<file path="src/rtl/dmem_bridge_if.sv">
// Memory-side bus of the data-memory bridge: a request/acknowledge
// handshake with latched address, write data and direction.
interface dmem_bridge_if;
  logic        mem_req;
  logic        mem_we;
  logic [6:0]  mem_addr;
  logic [31:0] mem_wdata;
  logic        mem_ack;
  logic [31:0] mem_rdata;

  // The bridge issues requests.
  modport master (
    output mem_req, mem_we, mem_addr, mem_wdata,
    input  mem_ack, mem_rdata
  );

  // The backing memory answers them.
  modport slave (
    input  mem_req, mem_we, mem_addr, mem_wdata,
    output mem_ack, mem_rdata
  );
endinterface

</file>
<file path="src/rtl/dmem_bridge.sv">
// Data-memory bridge: turns the core's single-cycle SRAM-style access
// (CEN/WEN/A/D/Q) into a stalled request/ack transaction toward a slower
// backing memory. A wait counter bounds every request. A request that runs
// out of time sets a sticky error flag. A read that runs out of time
// returns a poison word.
module dmem_bridge #(
  parameter int unsigned TIMEOUT = 255
) (
  input  logic          clk,
  input  logic          rst,
  input  logic          CEN,
  input  logic          WEN,
  input  logic          OEN,
  input  logic [6:0]    A,
  input  logic [31:0]   D,
  output logic [31:0]   Q,
  output logic          stall,
  output logic          err,
  dmem_bridge_if.master mem
);

  typedef enum logic [1:0] {IDLE, REQ, DONE} state_t;

  // The last counter value that is still allowed to wait. A request that
  // reaches it without an ack has spent TIMEOUT cycles in REQ.
  localparam logic [7:0] LAST_WAIT = 8'(TIMEOUT - 1);
  localparam logic [31:0] POISON   = 32'hDEAD_BEEF;

  state_t      state, next_state;
  logic [7:0]  wait_cnt;
  logic        timeout;
  logic        req_q;
  logic        we_q;
  logic [6:0]  addr_q;
  logic [31:0] wdata_q;
  logic [31:0] q_q;
  logic        err_q;

  // The core's output enable has no meaning for this bridge.
  logic unused_oen;
  assign unused_oen = OEN;

  assign timeout = (wait_cnt == LAST_WAIT) && !mem.mem_ack;

  // State register.
  // NOTE: sequential state uses non-blocking (<=) so that every flop
  // samples pre-edge values, whatever order the blocks run in.
  always_ff @(posedge clk) begin
    if (rst) state <= IDLE;
    else     state <= next_state;
  end

  // Next-state logic and the combinational stall toward the core.
  // NOTE: every output of this block gets a default first, so no path
  // leaves a signal unassigned and no latch is inferred.
  always_comb begin
    next_state = state;
    stall      = 1'b0;
    case (state)
      IDLE: begin
        if (!CEN) begin
          stall      = 1'b1;
          next_state = REQ;
        end
      end
      REQ: begin
        stall = 1'b1;
        if (mem.mem_ack || timeout) next_state = DONE;
      end
      // DONE releases the core for one cycle and never looks at CEN.
      // A CEN still held low by the same instruction therefore cannot
      // re-issue the access.
      DONE:    next_state = IDLE;
      default: next_state = IDLE;
    endcase
  end

  // Request latches, wait counter, read-data return and sticky error.
  always_ff @(posedge clk) begin
    if (rst) begin
      req_q    <= 1'b0;
      we_q     <= 1'b0;
      addr_q   <= '0;
      wdata_q  <= '0;
      q_q      <= '0;
      err_q    <= 1'b0;
      wait_cnt <= '0;
    end else begin
      // mem_req is high exactly for the cycles spent in REQ.
      req_q <= (next_state == REQ);
      case (state)
        IDLE: begin
          if (!CEN) begin
            addr_q   <= A;
            wdata_q  <= D;
            we_q     <= ~WEN;
            wait_cnt <= '0;
          end
        end
        REQ: begin
          if (mem.mem_ack) begin
            if (!we_q) q_q <= mem.mem_rdata;
          end else if (timeout) begin
            err_q <= 1'b1;
            if (!we_q) q_q <= POISON;
          end else begin
            wait_cnt <= wait_cnt + 8'd1;
          end
        end
        default: ;
      endcase
    end
  end

  assign mem.mem_req   = req_q;
  assign mem.mem_we    = we_q;
  assign mem.mem_addr  = addr_q;
  assign mem.mem_wdata = wdata_q;
  assign Q             = q_q;
  assign err           = err_q;

endmodule

</file>
<file path="src/flat_wrapper.sv">
// flat-port wrapper written by rule: the top's interface ports become plain ports
module dmem_bridge_flat 
#(
  parameter int unsigned TIMEOUT = 255
)
  (clk, rst, CEN, WEN, OEN, A, D, Q, stall, err, mem_mem_req, mem_mem_we, mem_mem_addr, mem_mem_wdata, mem_mem_ack, mem_mem_rdata);
  dmem_bridge_if mem_i ();
  input  logic clk;
  input  logic rst;
  input  logic CEN;
  input  logic WEN;
  input  logic OEN;
  input  logic [6:0] A;
  input  logic [31:0] D;
  output logic [31:0] Q;
  output logic stall;
  output logic err;
  output wire logic [$bits(mem_i.mem_req)-1:0] mem_mem_req;
  output wire logic [$bits(mem_i.mem_we)-1:0] mem_mem_we;
  output wire logic [$bits(mem_i.mem_addr)-1:0] mem_mem_addr;
  output wire logic [$bits(mem_i.mem_wdata)-1:0] mem_mem_wdata;
  input wire logic [$bits(mem_i.mem_ack)-1:0] mem_mem_ack;
  input wire logic [$bits(mem_i.mem_rdata)-1:0] mem_mem_rdata;
  assign mem_mem_req = mem_i.mem_req;
  assign mem_mem_we = mem_i.mem_we;
  assign mem_mem_addr = mem_i.mem_addr;
  assign mem_mem_wdata = mem_i.mem_wdata;
  assign mem_i.mem_ack = mem_mem_ack;
  assign mem_i.mem_rdata = mem_mem_rdata;
  dmem_bridge #(.TIMEOUT(TIMEOUT)) u_core (.clk(clk), .rst(rst), .CEN(CEN), .WEN(WEN), .OEN(OEN), .A(A), .D(D), .Q(Q), .stall(stall), .err(err), .mem(mem_i));
endmodule
</file>
<file path="config.mk">
export PLATFORM = sky130hd
export DESIGN_NAME = dmem_bridge_flat
export DESIGN_NICKNAME = d
export VERILOG_FILES = /design/src/rtl/dmem_bridge_if.sv /design/src/rtl/dmem_bridge.sv /design/src/flat_wrapper.sv
export SDC_FILE = /design/constraint.sdc
export NUM_CORES = 1
export LEC_CHECK = 0
export ABC_AREA = 1
export BUFFER_PORTS_ARGS = -buffer_cell sky130_fd_sc_hd__buf_2
export CORE_ASPECT_RATIO = 0.8
export CORE_MARGIN = 2
export CORE_UTILIZATION = 43
export DETAILED_ROUTE_END_ITERATION = 10
export PLACE_DENSITY_LB_ADDON = 0.2
export SLEW_MARGIN = 30
export SYNTH_ARGS = -nofsm -noshare
export SYNTH_HDL_FRONTEND = slang
export SYNTH_SLANG_ARGS = --single-unit
</file>
<file path="constraint.sdc">
create_clock -name clk -period 1.4 [get_ports clk]
set_input_delay 0.07 -clock clk [delete_from_list [all_inputs] [get_ports clk]]
set_output_delay 0.07 -clock clk [all_outputs]
set_load 0.01 [all_outputs]
</file>
* Word-level counts from Yosys, hierarchy flattened
Index checks and enable logic that the tools add are counted.
** Storage, ports and cells
- Register bits :: 84
- Output and inout bits :: 75
- Bits of input ports :: 77
- Word-level logic and storage cells :: 42
** Operators by class
- $add $sub $neg :: 1
- Reductions and logical operators :: 10
- Multiplexer cells :: 13
- Bitwise operators :: 4
- Equality and inequality tests :: 6
** Operator list (count)
- $mux 32 :: 4
- $mux 8 :: 3
- $pmux 8 s2 :: 1
- $add 8x1->8 const B :: 1
- $eq 8x8->1 const B :: 1
- $ne 2x2->1 const B :: 3
- $reduce_and 3->1 :: 2
- $eq 2x1->1 const B :: 2
- $mux 2 :: 2
- $not 1->1 :: 4
- $pmux 2 s2 :: 1
- $reduce_and 4->1 :: 1
- $reduce_bool 2->1 :: 2
- $logic_not 2->1 :: 1
- $pmux 1 s2 :: 1
- $reduce_and 2->1 :: 1
- $logic_and 1x1->1 :: 1
- $logic_not 1->1 :: 1
- $logic_or 1x1->1 :: 1
- $mux 1 :: 1

* Longest topological paths before layout
Gate-level depths: netlist of run 1.
- Word-level depth :: 6
- Depth in mapped cells :: 11
- Depth with buffers taken out :: 10

* Worst setup path after synthesis of run 1
Ideal clock, no wire load.
- Path type :: reg-to-reg
- Start :: register u_core.wait_cnt[0]
- End :: register u_core.wait_cnt[1]
- Data required time :: 1.330 ns
- Period minus slack after synthesis :: 1.345 ns
- Stages on the path, launching flop included :: 9
- Path slack :: 0.055 ns
- Path buffers :: 0
- Data arrival time :: 1.275 ns
- Library setup time :: 0.070 ns
- Cell sequence :: dfxtp_1 -> inv_1 -> ha_1 -> inv_1 -> nor2_1 -> nand2_4 -> nand2_2 -> or2_2 -> a21oi_1
** On the way
- Longest elaborated chain between the ends :: 4
- Elaborated cells on any way between the ends :: 8
- Those cells by class :: add/sub: 1; eq/ne: 2; mux: 3; reduce/logical: 2
** Ends and longest elaborated chain
- start, declared :: line dmem_bridge.sv:30 : logic [7:0] wait_cnt;
- start signal, assigned :: line dmem_bridge.sv:107 : wait_cnt <= wait_cnt + 8'd1;
- $add 8x1->8 / $eq 8x8->1 (equally long branches) :: line dmem_bridge.sv:107, dmem_bridge.sv:43
- $mux 8 / $logic_and 1x1->1 (equally long branches) :: line dmem_bridge.sv:103, dmem_bridge.sv:43
- $mux 8 / $ne 2x2->1 (equally long branches)
- $pmux 8 s2 / $reduce_and 4->1 (equally long branches)
Parallel ways exist; a longest one is shown, timed or not. The select of a mux whose other input is x is not followed.
A chain may end at the register's enable or synchronous reset.

* Worst setup path in the final report of run 1
- Start :: register u_core.state[0]
- End :: register u_core.addr_q[4] (netlist: u_core.mem.mem_addr[4])
** On the way
- Longest elaborated chain between the ends :: 2
** Ends and longest elaborated chain
- start, declared :: line dmem_bridge.sv:29 : state_t state, next_state;
- start signal, assigned :: line dmem_bridge.sv:50 : else state <= next_state;
- $logic_not 2->1 :: line dmem_bridge.sv:91 : case (state)
- $reduce_and 2->1 (no line)
- end signal, assigned :: line dmem_bridge.sv:83 : addr_q <= '0;
- end signal, assigned :: line dmem_bridge.sv:94 : addr_q <= A;
- end, declared :: line dmem_bridge.sv:34 : logic [6:0] addr_q;
No other way between the ends.

==> results of run 1 <==
## stage by stage
step,utilization,TNS [ps],cells,power (mW),hold slack [ps]
after floorplan,-,0,493,3.17,159
after global placement,0.563,0,740,3.55,247
after detailed placement,0.563,-51.4,740,3.58,254
after CTS,0.644,0,797,5.58,38.1
after global routing,0.653,-139,798,5.83,64.5
final,0.653,0,798,5.55,53.8
## worst min path at each step
stage	from	endpoint	slack [ps]	cells past startpoint
floorplan	WEN	u_core.mem.mem_we	160	1
global placement	WEN	u_core.mem.mem_we	250	2
detailed placement	WEN	u_core.mem.mem_we	250	2
CTS	mem_mem_ack	u_core.err	40	4
global route	mem_mem_ack	u_core.err	60	4
finish	mem_mem_ack	u_core.err	50	4
## logic make-up (layout without fill, tap and decap cells)
group,count (synthesis),in the layout,share of synthesized area
buf+inv,111,308,0.125
fa+ha+maj,2,2,0.00714
compound gates,78,78,0.111
simple gates,218,218,0.276
flops,84,84,0.480
## repair_timing
action / in CTS / in global routing
hold endpoints to repair: 45 / 0
buffers inserted: 2 / 1
pin swaps: 2 / 7
gates resized for setup: 5 / 20
setup endpoints to repair: 8 / 74
cloned: 0 / 0
hold buffers: 41 / 0
## metal layers
| metal | global-route usage | share of wire |
|---|---|---|
| met1 | 0.260 | 0.43 |
| met2 | 0.388 | 0.50 |
| met3 | 0.0637 | 0.050 |
| met4 | 0.0836 | 0.026 |
| met5 | 0 | 0 |
## cells in the mapped netlist
library cell	count	area, um^2
nor2_1	96	360
dfxtp_1	84	1680
inv_1	79	297
nand2_1	72	270
o21ai_0	42	210
a21oi_1	36	180
nand4_1	32	200
clkbuf_1	17	63.8
nand3_1	9	45.0
buf_2	8	40.0
buf_1	4	15.0
nand2_2	3	18.8
ha_1	2	25.0
buf_4	1	7.51
buf_6	1	11.3
inv_2	1	3.75
nand2_4	1	11.3
nand2_8	1	20.0
nand3_4	1	17.5
nor2_2	1	6.26
nor2_4	1	11.3
or2_2	1	6.26
## state kept, by name, summed over array words and instances (netlist names)
register / flops
u_core.Q: 32
u_core.mem.mem_wdata: 32
u_core.wait_cnt: 8
u_core.mem.mem_addr: 7
u_core.state: 2
u_core.err: 1
u_core.mem.mem_req: 1
u_core.mem.mem_we: 1
## power groups by stage
stage               registers [mW]  logic, mW  clock network (mW)
floorplan                     2.76      0.410                   0
finish                        2.63       1.03                1.90
detailed placement            2.68      0.900                   0
global route                  2.65       1.13                2.05
CTS                           2.62      0.998                1.95
global placement              2.67      0.880                   0
## area by class of cell
class                           count  area [um^2]  area share
Sequential cell                    84         1690       0.327
Multi-Input combinational cell    298         1440       0.278
Timing Repair Buffer              213         1390       0.269
Inverter                           80          303      0.0586
Clock buffer                       11          141      0.0274
Tap cell                          108          135      0.0262
Clock inverter                      4         73.8      0.0143
## critical path, delay by kind of cell (launching register included)
kind / cells / cell delay, ps
buffers and inverters: 4 / 490
flip-flops: 1 / 330
AND/OR/NAND/NOR: 4 / 400
==> flow_summary.yaml, run 1 <==
finish:
  syn2layout_area_growth_pct: 47.5
  final_cell_mix: "buf_2, nor2_1, dfxtp_1"
  final_common_cell: "buf_2"
  final_area_um2: 5160
  antennaDiodeCount: 0
  drive_gt1_frac: 0.309
  fill_cells: 722
  nets: 765
critical_path:
  slowest_stage: "dfxtp_2"
  crit_start: "u_core.state[0]"
  slowest_delay_ps: 330
  cp-start-kind: "register"
  reg2reg_depth: 8
  reg2reg_slack_ps: 40
  crit_chain: "nor2_1, inv_1, nor2_4, inv_4, buf_4, buf_12, nor2_1, nor2_1"
  crit_end: "u_core.mem.mem_addr[4]"
  crit_fanout: 33
  end_kind: "register"
  path_common_cell: "nor2_1"
  cp.required_ps: 1640
  reg2reg_from: "u_core.state[0]"
  arrival_ps: 1600
  path_class: "register to register"
  reg2reg_to: "u_core.mem.mem_addr[4]"
power_and_ir_drop:
  swShare: 0.269
  powerDensity_nw_per_um2: 1070
  power_frac_seq: 0.473
  combPwrFrac: 0.185
  power_switching_mw: 1.49
  p_clk_frac: 0.342
  vdd_drop_max_mv: 0.571
  p_leak_nw: 2.64
  p_int_mw: 4.06
sta:
  worstMarginPinSlew_ps: 325
  finalCritPeriodShare: 0.969
  period_needed_ps: 1360
  setup_viol: 0
  finalWorstSetupSlack_ps: 44.0
  drv_slew: 0
  hold_violations: 0
  max_freq_mhz: 737
  max_slew_margin: 0.784
  fin_skew_ps: 9.82
detailed_routing:
  ant_nets: 0
  vias: 3792
  drc: 0
  wl_per_cell_um: 12.5
  wl_um: 9970
  vias_per_cell: 4.75
  drt_iter0_markers: 155
  first_pass_iters: 4
yosys:
  syn_inst: 493
  syn_area_um2: 3500
  yosys_warnings: 0
  syn_area_per_cell_um2: 7.10
  synth_seq_cells: 84
  synth-seq-area-share: 0.480
  syn-num-nets: 572
  synth_cell_type_count: 22
placement:
  dpl-instance-area_um2: 4450
  preCtsSetupSlack_ps: -20.4
  place_congestion: 0.801
  hpwl_um: 6320
  portBuffers: 150
die:
  die_height_um: 84.7
  coreArea_um2: 7910
  die_w_um: 105
  pin_count: 152
  initial_core_util: 0.443
  die_area_um2: 8890
  rows: 29
global_routing:
  grt.total_usage: 0.222
  grt_start_max_net_pins: 43
  grt_pass1_wl_um: 16100
  grt_pass1_vias: 3568
  grt_overflow: 0
  antenna_found_initial: 0
clock_network:
  clock-root-buffer: "clkbuf_8"
  clk_pin_slew_ps: 90
  clock-sinks: 84
  ctsLongestPathBuffers: 2
  clk_latency_ps: 350
  cts_tree: "yes"
  cts_made_buffers: 9
  cts_max_level: 3
run_status:
  status: "completed"
flow_run:
  cap_viol_max_count: 0
worst_hold_path:
  hp-class: "primary input to register"
(Power assumes the default switching activity.)
==> run 2, diff against run 1 <==
--- a/config.mk
+++ b/config.mk
@@ -6,7 +6,7 @@
 export NUM_CORES = 1
 export LEC_CHECK = 0
 export ABC_AREA = 1
-export BUFFER_PORTS_ARGS = -buffer_cell sky130_fd_sc_hd__buf_2
+export BUFFER_PORTS_ARGS = -buffer_cell sky130_fd_sc_hd__clkbuf_2
 export CORE_ASPECT_RATIO = 0.8
 export CORE_MARGIN = 2
 export CORE_UTILIZATION = 43
==> run 2 against run 1 <==
Net effect:
- non-clock buffer count rose by 1
- cell area rose by 1.0%
- clock skew rose by 7.8 ps
- via count decreased by 2.1%
- die area unchanged
- count of clock-buffer cells in the layout shrank 2
- hold slack worse by 3.0 ps
- largest power group unchanged
==> flow_summary.yaml, run 2 (synthesized netlist as in run 1, its figures left out) <==
finish:
  antennaDiodeCount: 0
  syn2layout_area_growth_pct: 49.0
  final_common_cell: "clkbuf_2"
  nets: 766
  drive_gt1_frac: 0.316
  final_util: 0.660
  final_cell_mix: "clkbuf_2, nor2_1, dfxtp_1"
  final_area_um2: 5220
die:
  rows: 29
  die_w_um: 105
  die_height_um: 84.7
  initial_core_util: 0.443
  coreArea_um2: 7910
  die_area_um2: 8890
  pin_count: 152
sta:
  finalCritPeriodShare: 0.945
  setup_viol: 0
  drv_slew: 0
  worstMarginPinSlew_ps: 309
  rsz0062_at_grt: "true"
  period_needed_ps: 1320
  max_freq_mhz: 756
  hold_violations: 0
  fin_skew_ps: 17.6
  max_slew_margin: 0.794
detailed_routing:
  vias: 3714
  ant_nets: 0
  drc: 0
  wl_per_cell_um: 12.0
  first_pass_iters: 4
  wl_um: 9580
  drt_iter0_markers: 162
  vias_per_cell: 4.64
global_routing:
  grt_pass1_vias: 3595
  grt.total_usage: 0.217
  antenna_found_initial: 0
  grt_overflow: 0
  grt_start_max_net_pins: 42
  grt_pass1_wl_um: 16000
flow_run:
  cap_viol_max_count: 0
worst_hold_path:
  whs_path_depth: 5
  hold_end: "u_core.Q[26]"
  hp-class: "primary input to register"
  min_from: "mem_mem_rdata[26]"
clock_network:
  clock-root-buffer: "clkbuf_8"
  cts_max_level: 3
  clock-sinks: 84
  cts_tree: "yes"
  ctsLongestPathBuffers: 2
  clk_latency_ps: 360
  clk_pin_slew_ps: 100
  cts_made_buffers: 9
power_and_ir_drop:
  powerDensity_nw_per_um2: 1080
  vdd_drop_max_mv: 0.731
  p_leak_nw: 2.63
critical_path:
  reg2reg_depth: 7
  end_kind: "output port"
  reg2reg_slack_ps: 80
  crit_fanout: 3
  path_class: "register to output port"
  cp.required_ps: 1330
  cp-start-kind: "register"
  reg2reg_from: "u_core.wait_cnt[4]"
  arrival_ps: 1250
  reg2reg_to: "u_core.Q[2]"
placement:
  place_congestion: 0.842
  dpl-instance-area_um2: 4470
  hpwl_um: 6320
  portBuffers: 150
run_status:
  status: "completed"
run 2: cell count changes in the layout (fill, tap and decap cells not counted), moves of 2 or more:
| cell | previous run | this run |
|---|---|---|
| nor2_1 | 90 | 92 |
| nor2_2 | 5 | 3 |
| a21oi_1 | 35 | 32 |
| a21oi_2 | 1 | 4 |
| buf_2 | 150 | 0 |
| buf_6 | 0 | 2 |
| inv_6 | 0 | 2 |
| clkbuf_2 | 0 | 149 |
run 2: repair_timing:
item,CTS,global route
setup endpoints to repair,8,41
hold endpoints to repair,44,0
pin swaps,1,11
setup buffers,2,2
gates resized for setup,6,22
hold buffers,41,0
run 2: how the worst max path moves through the flow:
stage	slack, ps	start	end
final	80	u_core.state[1]	stall
after global routing	-30	u_core.wait_cnt[1]	u_core.wait_cnt[6]
after CTS	-30	u_core.state[1]	stall
after detailed placement	-10	u_core.wait_cnt[0]	u_core.wait_cnt[3]
after global placement	8	u_core.wait_cnt[0]	u_core.wait_cnt[2]
after floorplan	50	u_core.wait_cnt[0]	u_core.wait_cnt[1]
run 2: where the power goes:
group	switching, mW	internal, mW
sequential	0.0833	2.55
combinational	0.561	0.474
clock	0.940	1.03
total	1.58	4.06
run 2: final cells by class:
type	count	area [um^2]
Timing Repair Buffer	214	1420
Fill cell	702	2690
Clock inverter	7	105
Multi-Input combinational cell	298	1450
Sequential cell	84	1690
Clock buffer	9	124
Inverter	80	303
Tap cell	108	135
run 2: layer usage:
metal  share of wire  up-vias  track usage
met1            0.42     1670        0.256
met4           0.022        0       0.0764
li1                -     1923            -
met5               0        -            0
met2            0.50      103        0.387
met3           0.050       18       0.0528
run 2: stage by stage:
stage / setup TNS (ps) / hold slack [ps] / power (mW) / setup slack (ps) / instances
2_1_floorplan: 0 / 159 / 3.17 / 54.8 / 493
3_3_place_gp: 0 / 246 / 3.57 / 7.70 / 739
3_5_place_dp: -25.6 / 253 / 3.59 / -10.7 / 739
4_1_cts: -34.6 / 29.8 / 5.67 / -34.6 / 798
5_1_grt: -201 / 48.0 / 5.92 / -32.1 / 800
6_report: 0 / 50.8 / 5.65 / 77.2 / 800
run 2: critical path, stage by stage (launching register included):
cell and delay (ps):
dfxtp_2 340, nor2_2 110, inv_2 50, nor2_4 110, inv_4 40, buf_6 110, nand2_4 40, buf_6 100
==> run 3, diff against run 2 <==
--- a/config.mk
+++ b/config.mk
@@ -7,9 +7,11 @@
 export LEC_CHECK = 0
 export ABC_AREA = 1
 export BUFFER_PORTS_ARGS = -buffer_cell sky130_fd_sc_hd__clkbuf_2
+export CELL_PAD_IN_SITES_DETAIL_PLACEMENT = 1
+export CELL_PAD_IN_SITES_GLOBAL_PLACEMENT = 1
 export CORE_ASPECT_RATIO = 0.8
 export CORE_MARGIN = 2
-export CORE_UTILIZATION = 43
+export CORE_UTILIZATION = 29
 export DETAILED_ROUTE_END_ITERATION = 10
 export PLACE_DENSITY_LB_ADDON = 0.2
 export SLEW_MARGIN = 30
==> run 3 against run 2 <==
Net effect:
- critical path depth up 4
- critical endpoint is now u_core.Q[20]
- sequential power about the same
- flip-flop and latch count unchanged
- largest cell class unchanged
- clock skew down 13 ps
==> flow_summary.yaml, run 3 (synthesized netlist as in run 1, its figures left out) <==
critical_path:
  cp-start-kind: "register"
  slowest_stage: "dfxtp_2"
  path_common_cell: "inv_2"
  arrival_ps: 1620
  path_delay_family: "simple AND/OR/NAND/NOR gates"
  crit_chain: "inv_2, ha_4, inv_2, nor2_4, nand2_4, nand2_8, nand3_4, buf_12, nand2_2, inv_1, nor2_1"
  path_class: "register to register"
  worstPathBufferInverterCount: 4
  crit_fanout: 8
  end_kind: "register"
  cp.required_ps: 1670
  slowest_delay_ps: 330
power_and_ir_drop:
  powerDensity_nw_per_um2: 1200
  p_leak_nw: 2.69
  vdd_drop_max_mv: 0.639
detailed_routing:
  wl_per_cell_um: 14.2
  drc: 0
  drt_iter0_markers: 93
  ant_nets: 0
  vias_per_cell: 4.56
  wl_um: 11800
  first_pass_iters: 4
  vias: 3809
finish:
  syn2layout_area_growth_pct: 55.0
  antennaDiodeCount: 0
  final_cell_mix: "clkbuf_2, nor2_1, dfxtp_1"
  final_area_um2: 5430
  final_cells: 836
  nets: 762
  final_common_cell: "clkbuf_2"
  drive_gt1_frac: 0.326
placement:
  dp.cells: 777
  hpwl_um: 7540
  place_congestion: 0.781
  dpl-instance-area_um2: 4520
  portBuffers: 150
  preCtsSetupSlack_ps: -117
die:
  pin_count: 152
  die_w_um: 127
  initial_core_util: 0.301
  rows: 35
  die_height_um: 102
  die_area_um2: 13000
  coreArea_um2: 11600
sta:
  max_slew_margin: 0.777
  max_freq_mhz: 737
  fin_skew_ps: 4.19
  period_needed_ps: 1360
  finalWorstSetupSlack_ps: 43.2
  finalCritPeriodShare: 0.969
  drv_slew: 0
  rsz0062_at_grt: "true"
  setup_viol: 0
  worstMarginPinSlew_ps: 334
  hold_violations: 0
clock_network:
  clock-root-buffer: "clkbuf_16"
  clk_pin_slew_ps: 60
  clock-sinks: 84
  cts_max_level: 3
  ctsLongestPathBuffers: 2
  clk_latency_ps: 330
  cts_tree: "yes"
  cts_made_buffers: 9
global_routing:
  grt_pass1_vias: 3821
  grt_overflow: 0
  grt_start_max_net_pins: 50
  antenna_found_initial: 0
  grt.total_usage: 0.174
  grt_pass1_wl_um: 18300
flow_run:
  cap_viol_max_count: 0
run_status:
  status: "completed"
worst_hold_path:
  hp-class: "primary input to register"
## run 3: metal layers
layer  wire [um]  global-route usage
met5           0                   0
met4         218              0.0541
met3         536              0.0461
met2        5940               0.320
met1        5150               0.201
## run 3: cell type report
cell class / instances / area [um^2]
clock buffers: 10 / 239
well taps: 148 / 185
inverters: 80 / 303
flip-flops and latches: 84 / 1690
clock inverters: 6 / 111
repair buffers: 210 / 1430
fillers: 1465 / 6220
multi-input cells: 298 / 1470
## run 3: worst paths after layout
kind                           start                 end  slack (ps)  cells past startpoint
setup / recovery  u_core.wait_cnt[0]        u_core.Q[20]          40                     11
hold / removal                   rst  u_core.wait_cnt[1]          30                      2
setup reg to reg  u_core.wait_cnt[0]        u_core.Q[20]          40                     11
hold reg to reg         u_core.Q[10]        u_core.Q[10]         450                      2
## run 3: through the flow
step / TNS [ps] / hold WS, ps / utilization / power, mW
after floorplan: 0 / 159 / - / 3.17
after global placement: 0 / 249 / 0.388 / 3.59
after detailed placement: -313 / 249 / 0.388 / 3.62
after CTS: 0 / 25.2 / 0.453 / 6.52
after global routing: -1020 / 36.7 / 0.466 / 6.80
final: 0 / 29.5 / 0.466 / 6.49
## run 3: where the power goes
part / total [mW] / switching, mW / internal, mW
logic: 1.08 / 0.606 / 0.479
registers: 2.64 / 0.0846 / 2.55
clock network: 2.77 / 0.977 / 1.79
total: 6.49 / 1.67 / 4.83
## run 3: timing repair
action | CTS | global route
endpoints found under the setup margin | 24 | 43
hold buffers | 40 | 0
setup buffers | 0 | 1
hold endpoints to repair | 40 | 0
cloned | 0 | 2
pin swaps | 1 | 13
gates resized for setup | 5 | 31
